**config.mk**
```make
export PLATFORM = sky130hd
export DESIGN_NAME = fetch_redirect_unit
export DESIGN_NICKNAME = d
export VERILOG_FILES = /design/src/rtl/riscv_pkg.sv /design/src/rtl/ifid_reg.sv /design/src/rtl/fetch_redirect_unit.sv
export SDC_FILE = /design/constraint.sdc
export NUM_CORES = 1
export LEC_CHECK = 0
export ABC_AREA = 1
export BUFFER_PORTS_ARGS = -buffer_cell sky130_fd_sc_hd__buf_2
export CORE_ASPECT_RATIO = 0.7
export CORE_MARGIN = 5
export CORE_UTILIZATION = 51
export CTS_CLUSTER_DIAMETER = 150
export CTS_CLUSTER_SIZE = 12
export DETAILED_ROUTE_END_ITERATION = 16
export PLACE_DENSITY = 0.77
export SLEW_MARGIN = 20
export SYNTH_ARGS = -nofsm -noshare
export SYNTH_HDL_FRONTEND = slang
export SYNTH_HIERARCHICAL = 1
export SYNTH_SLANG_ARGS = --single-unit
```
**constraint.sdc**
```tcl
create_clock -name clk -period 3.5 [get_ports clk]
set_input_delay 0.525 -clock clk [delete_from_list [all_inputs] [get_ports clk]]
set_output_delay 0.525 -clock clk [all_outputs]
set_load 0.02 [all_outputs]
```
**src/rtl/riscv_pkg.sv**
```systemverilog
// Shared RV32I core definitions: datapath defaults, the canonical NOP and the
// IF/ID pipeline record.
package riscv_pkg;

  localparam int          XLEN_DEFAULT     = 32;
  localparam logic [31:0] RESET_PC_DEFAULT = 32'h0000_0000;
  localparam logic [31:0] NOP_INSTR        = 32'h0000_0013;  // addi x0, x0, 0

  typedef struct packed {
    logic [31:0]             instr;
    logic [XLEN_DEFAULT-1:0] pc;
    logic [XLEN_DEFAULT-1:0] pcplus4;
    logic                    valid;
  } ifid_t;

  localparam ifid_t IFID_RESET = '{instr: NOP_INSTR, pc: '0, pcplus4: '0, valid: 1'b0};

  // A squashed slot keeps its PC fields so downstream debug still sees where it came from.
  function automatic ifid_t ifidBubble(input ifid_t cur);
    ifid_t b;
    b       = cur;
    b.instr = NOP_INSTR;
    b.valid = 1'b0;
    return b;
  endfunction

endpackage

```
**src/rtl/ifid_reg.sv**
```systemverilog
// IF/ID pipeline register: clear (bubble insert) beats enable, enable low holds.
module ifid_reg
  import riscv_pkg::*;
(
  input  logic  clk,
  input  logic  reset,
  input  logic  en,
  input  logic  clr,
  input  ifid_t d,
  output ifid_t q
);

  // NOTE: clocked state uses non-blocking (<=) so every register samples pre-edge values.
  always_ff @(posedge clk or posedge reset) begin
    if (reset)    q <= IFID_RESET;
    else if (clr) q <= ifidBubble(q);
    else if (en)  q <= d;
  end

endmodule

```
**src/rtl/fetch_redirect_unit.sv**
```systemverilog
// Fetch-stage PC register plus IF/ID register with EX-stage redirect and hazard stalls.
// Optional perf counters (RedirectCount, StallCount) when FETCH_PERF_CNT_EN is defined.
module fetch_redirect_unit
  import riscv_pkg::*;
#(
  parameter int             XLEN     = XLEN_DEFAULT,
  parameter logic [XLEN-1:0] RESET_PC = XLEN'(RESET_PC_DEFAULT)
) (
  input  logic            clk,
  input  logic            reset,
  input  logic            StallF,
  input  logic            StallD,
  input  logic            NeedBranchE,
  input  logic [XLEN-1:0] PCTargetE,
  input  logic [31:0]     InstrF,
  output logic [XLEN-1:0] PCF,
  output logic [31:0]     InstrD,
  output logic [XLEN-1:0] PCD,
  output logic [XLEN-1:0] PCPlus4D,
  output logic            ValidD,
  output logic            FlushE,
  output logic            MisalignedF
`ifdef FETCH_PERF_CNT_EN
  ,
  output logic [XLEN-1:0] RedirectCount,
  output logic [XLEN-1:0] StallCount
`endif
);

  logic [XLEN-1:0] pcPlus4F;
  logic [XLEN-1:0] pcNext;
  logic [XLEN-1:0] alignedTarget;
  ifid_t           ifidD;
  ifid_t           ifidQ;

  assign pcPlus4F      = PCF + XLEN'(4);
  assign alignedTarget = {PCTargetE[XLEN-1:2], 2'b00};
  assign FlushE        = NeedBranchE;

  // NOTE: every always_comb output gets a default first so no path can infer a latch.
  always_comb begin
    pcNext = pcPlus4F;
    if (NeedBranchE) pcNext = alignedTarget;
    else if (StallF) pcNext = PCF;
  end

  always_ff @(posedge clk or posedge reset) begin
    if (reset) PCF <= RESET_PC;
    else       PCF <= pcNext;
  end

  always_ff @(posedge clk or posedge reset) begin
    if (reset)                                        MisalignedF <= 1'b0;
    else if (NeedBranchE && (PCTargetE[1:0] != 2'b00)) MisalignedF <= 1'b1;
  end

  // The IF/ID record is sized by XLEN_DEFAULT; the core only builds with XLEN == 32.
  assign ifidD = '{instr: InstrF, pc: PCF, pcplus4: pcPlus4F, valid: 1'b1};

  ifid_reg u_ifid (
    .clk  (clk),
    .reset(reset),
    .en   (!StallD),
    .clr  (NeedBranchE),
    .d    (ifidD),
    .q    (ifidQ)
  );

  assign InstrD   = ifidQ.instr;
  assign PCD      = ifidQ.pc;
  assign PCPlus4D = ifidQ.pcplus4;
  assign ValidD   = ifidQ.valid;

`ifdef FETCH_PERF_CNT_EN
  // Both counters stick at all-ones rather than wrapping.
  always_ff @(posedge clk or posedge reset) begin
    if (reset) begin
      RedirectCount <= '0;
      StallCount    <= '0;
    end else begin
      if (NeedBranchE && (RedirectCount != '1))
        RedirectCount <= RedirectCount + XLEN'(1);
      if (StallF && !NeedBranchE && (StallCount != '1))
        StallCount <= StallCount + XLEN'(1);
    end
  end
`endif

endmodule

```
==> flow_summary.json, run 1 <==
{
  "top_layer": "met4",
  "drive_gt1_share_pct": 27.0,
  "slew_headroom_pct": 29.8,
  "wire_per_inst_um": 15.6,
  "rows": 33,
  "period_needed_ns": 2.02,
  "grt_first_pass_wirelength_mm": 29.0,
  "synth-compound-area-share_pct": 3.28,
  "setup_viol_count_final": 0,
  "grt_max_degree": 99,
  "tightest_slew_ns": 1.05,
  "final_cell_mix": "nand2_1, buf_2, dfrtp_1, nand3_1, inv_1",
  "outcome": "finished clean",
  "hold_buffers": 0,
  "h-tree-depth": 4,
  "boundaryPins": 200,
  "wl_met3_mm": 1.59,
  "route.met2.wl_mm": 7.99,
  "synth-simple-area-share_pct": 34.9,
  "cts_buffer_depth": 2,
  "start_kind": "input port",
  "dieArea_mm2": 0.0145,
  "start_util_pct": 52.7,
  "core_mm2": 0.0118,
  "finalPower_mw": 4.40,
  "avgSynthCellArea_um2": 7.87,
  "numCtsBuffers": 17,
  "die_w_um": 142,
  "min_period_over_period_pct": 57.7,
  "hold_path_class": "in -> async",
  "synthCells": 791,
  "track_usage_pct": 25.3,
  "post-cts-setup-buffers": 0,
  "power_density_mw_per_mm2": 557,
  "finalHoldViolCount": 0,
  "tns_ns": 0,
  "drv_cap": 0,
  "ys_types": 27,
  "clk_latency_ns": 0.41,
  "numPortBuffers": 197,
  "rsz0062_at_grt": "no",
  "end_kind": "flop",
  "synth_area_leader_cell": "dfrtp_1",
  "cts_resized": 0,
  "ys_seq_area_share_pct": 51.5,
  "cts.sinks": 128,
  "finClkSkew_ns": 0.00842,
  "yosysTopAreaCellShare_pct": 50.3,
  "cts-root-buf": "clkbuf_16",
  "crit_required_ns": 3.80,
  "synth_xor_area_share_pct": 2.96,
  "final_common_cell": "nand2_1",
  "die_h_um": 102,
  "drtIter0Drc": 498,
  "vdd_drop_max_uv": 388,
  "synth_top_family_by_area": "simple AND/OR/NAND/NOR gates",
  "synth.area.top_cells": "dfrtp_1, nand2_1, nand3_1",
  "p_leak_nw": 4.48,
  "slew_viol_final": 0,
  "grt_overflow": 0,
  "area_growth_pct": 26.8,
  "gp_congestion": 0.901,
  "synth_seq_cells": 128,
  "synthMuxAreaShare_pct": 0,
  "final_antenna_net_count": 0,
  "cts_tree": "built",
  "arrival_ns": 2.32,
  "synth_area_mm2": 0.00622,
  "m1WireLength_mm": 8.09,
  "critical_path_class": "in -> reg",
  "antenna_found_initial": 0,
  "dp_hpwl_mm": 12.3,
  "clkTransAtPathRegs_ns": 0.06,
  "num-fill-cells": 1055,
  "drc": 0,
  "drt-total-wl_mm": 17.9,
  "nets": 1049,
  "synthAdderAreaFrac_pct": 0.201,
  "vias": 5845,
  "first_pass_iters": 5,
  "cp_max_fo": 37,
  "avgViaCountPerCell": 5.09,
  "grt_pass1_vias": 5690,
  "diodes": 0,
  "yosysWarningCount": 6,
  "fmax_mhz": 495
}
[layout make-up]
class	instances	area, um2	share of cell area [%]
inverters	60	229	2.90
repair buffers	205	1070	13.6
multi-input cells	567	2600	32.9
well taps	157	196	2.49
clock inverters	10	111	1.41
clock buffers	22	474	6.01
flip-flops and latches	128	3210	40.7
[sequential cells by signal, summed over array words and instances, names as in the netlist]
signal and flops:
MisalignedF 1, PCF 30, u_ifid/q 97
[through the flow]
stage	cell area, um2	std cells	hold slack [ns]	worst slack, ns	util [%]
4_1_cts	7890	1149	0.237	1.48	66.8
3_5_place_dp	7300	1117	0.453	1.06	61.8
6_report	7890	1149	0.229	1.48	66.8
2_1_floorplan	6240	796	0.499	0.446	-
3_3_place_gp	7300	1117	0.448	1.13	61.8
5_1_grt	7890	1149	0.269	1.34	66.8
[metal layers]
layer	up-vias	GRT usage [%]
met3	20	7.81
met5	-	0
met2	236	38.2
li1	2831	-
met4	0	6.19
met1	2758	35.9
[power breakdown]
| part | switching (mW) | total (mW) | internal [mW] |
|---|---|---|---|
| logic | 0.579 | 0.852 | 0.272 |
| registers | 0.146 | 1.80 | 1.65 |
| clock network | 0.645 | 1.75 | 1.10 |
| total | 1.37 | 4.40 | 3.03 |
[Yosys cell counts (all sizes together)]
cell type / number
nor2: 45
buf: 33
and2: 1
ha: 1
nand2: 356
clkbuf: 8
o221ai: 1
a22o: 8
dfrtp: 125
a21oi: 3
conb: 2
o211ai: 5
o21bai: 1
nand3: 111
inv: 60
dfstp: 3
o21ai: 13
xor2: 14
xnor2: 1
[worst max-delay path, stage by stage]
cell,delay [ns]
buf_2,0.10
buf_4,0.37
inv_1,0.11
nand2_1,0.44
inv_1,0.38
a22o_1,0.27
inv_1,0.05
nand2_1,0.05
[cells by family after synthesis]
kind of cell,count (synthesis)
other,2
AOI/OAI and AO/OA,31
DFF,128
and+or+nand+nor,513
adders and majority gates,1
xor gates and xnor gates,15
buffers and inverters,101
[worst paths after layout]
path | startpoint | to | slack, ns | cells past startpoint
setup / recovery | NeedBranchE | PCF[15] | 1.48 | 8
hold / removal | reset | u_ifid/q[31] | 0.23 | 3
setup reg to reg | PCF[3] | u_ifid/q[27] | 1.72 | 10
hold reg to reg | u_ifid/q[86] | u_ifid/q[86] | 0.46 | 2
max in group asynchronous | reset | u_ifid/q[65] | 2.82 | 3
min in group clk | InstrF[1] | u_ifid/q[66] | 0.33 | 3
Note: power is estimated with default switching activity, not from simulation.
==> run 2: changes to the inputs <==
Clock period 3.5 ns to 2 ns, I/O delays scaled along.
==> run 2 against run 1 <==
Against the previous run: final area increased by 2.1%; power increased by 81%; largest power group is now the clock network; combinational power increased by 81%; sequential cell count unchanged; highest routed layer unchanged.
==> flow_summary.json, run 2 (synthesized netlist as in run 1, its figures left out) <==
{
  "tightest_slew_ns": 0.728,
  "clkTransAtPathRegs_ns": 0.06,
  "fin_ws_ns": 0.288,
  "start_kind": "flop",
  "numCtsBuffers": 17,
  "core_mm2": 0.0118,
  "drive_gt1_share_pct": 28.0,
  "largest_reg_flops": 97,
  "grt_max_degree": 76,
  "die_h_um": 102,
  "antenna_found_initial": 0,
  "rows": 33,
  "largestRegisters": "u_ifid/q (97), PCF (30), MisalignedF (1)",
  "vdd_drop_max_uv": 613,
  "dp_hpwl_mm": 12.7,
  "post-cts-setup-buffers": 0,
  "period_needed_ns": 1.71,
  "drt-total-wl_mm": 18.6,
  "vias": 5934,
  "fmax_mhz": 584,
  "grt_pass1_vias": 5711,
  "crit_required_ns": 2.35,
  "grt_overflow": 0,
  "rsz0062_at_grt": "no",
  "numPortBuffers": 197,
  "multiInputGateArea_mm2": 0.00260,
  "final_common_cell": "nand2_1",
  "finalHoldViolCount": 0,
  "num-fill-cells": 1018,
  "outcome": "finished clean",
  "hold_buffers": 1,
  "arrival_ns": 2.06,
  "min_period_over_period_pct": 85.6,
  "setup_viol_count_final": 0,
  "power_density_mw_per_mm2": 989,
  "start_util_pct": 52.7,
  "die_w_um": 142,
  "clk_latency_ns": 0.41,
  "nets": 1061,
  "p_leak_nw": 4.57,
  "cts.sinks": 128,
  "cts-root-buf": "clkbuf_16",
  "place_ws_ns": 0.316,
  "cts_buffer_depth": 2,
  "hold_path_class": "in -> reg",
  "first_pass_iters": 6,
  "end_kind": "flop",
  "track_usage_pct": 26.0,
  "drtIter0Drc": 568,
  "diodes": 0,
  "regMostFlops": "u_ifid/q",
  "final_antenna_net_count": 0,
  "h-tree-depth": 4,
  "cts_tree": "built",
  "finClkSkew_ns": 0.00712,
  "slew_headroom_pct": 51.5,
  "drv_cap": 0,
  "grt_first_pass_wirelength_mm": 29.7,
  "drc": 0,
  "slew_viol_final": 0,
  "area_growth_pct": 29.5,
  "wire_per_inst_um": 16.0,
  "avgViaCountPerCell": 5.11,
  "cp_max_fo": 6,
  "boundaryPins": 200,
  "tns_ns": 0,
  "critical_path_class": "reg -> reg",
  "final_cell_mix": "nand2_1, buf_2, dfrtp_1, nand3_1, inv_1",
  "cts_resized": 0,
  "dieArea_mm2": 0.0145,
  "regArea_mm2": 0.00321,
  "gp_congestion": 0.932
}
==> run 2: per-layer routing <==
metal | GRT usage [%] | up-vias | wire, um
li1 | - | 2857 | -
met1 | 36.6 | 2786 | 8220
met2 | 39.2 | 266 | 8260
met3 | 7.58 | 25 | 1780
met4 | 8.55 | 0 | 294
met5 | 0 | - | 0
==> run 2: through the flow <==
step / total power, mW / instances / util [%] / instance area [um2] / hold slack, ns
2_1_floorplan: 4.09 / 796 / - / 6240 / 0.396
3_3_place_gp: 4.69 / 1128 / 62.8 / 7410 / 0.418
3_5_place_dp: 4.71 / 1128 / 62.8 / 7410 / 0.428
4_1_cts: 8.02 / 1161 / 68.2 / 8060 / 0.0885
5_1_grt: 8.32 / 1161 / 68.2 / 8060 / 0.115
6_report: 7.97 / 1161 / 68.2 / 8060 / 0.0975
==> run 2: final cells by class <==
type	count	area share, %
flip-flops and latches	128	39.8
multi-input cells	567	32.3
repair buffers	217	14.8
clock buffers	21	5.96
inverters	60	2.86
well taps	157	2.44
clock inverters	11	1.91
==> run 2: worst max-delay path, stage by stage (launching register included) <==
cell and delay (ns):
dfrtp_1 0.42, ha_1 0.23, nand2_2 0.08, nor2_4 0.15, nand2_2 0.09, nor2_2 0.24, xor2_1 0.24, nand3_1 0.10
nand2_1 0.10
==> run 2: report_power, final <==
| group | internal [mW] | switching (mW) |
|---|---|---|
| clock | 2.10 | 1.19 |
| sequential | 2.89 | 0.248 |
| combinational | 0.501 | 1.04 |
==> run 2: worst paths after layout <==
kind | startpoint | endpoint | slack, ns | depth (start not counted)
max | PCF[3] | u_ifid/q[17] | 0.29 | 8
min | InstrF[4] | u_ifid/q[69] | 0.1 | 3
max reg2reg | PCF[3] | u_ifid/q[17] | 0.29 | 8
min reg2reg | u_ifid/q[46] | u_ifid/q[46] | 0.47 | 2
max in group asynchronous | reset | u_ifid/q[65] | 1.09 | 4
min in group asynchronous | reset | u_ifid/q[61] | 0.54 | 4
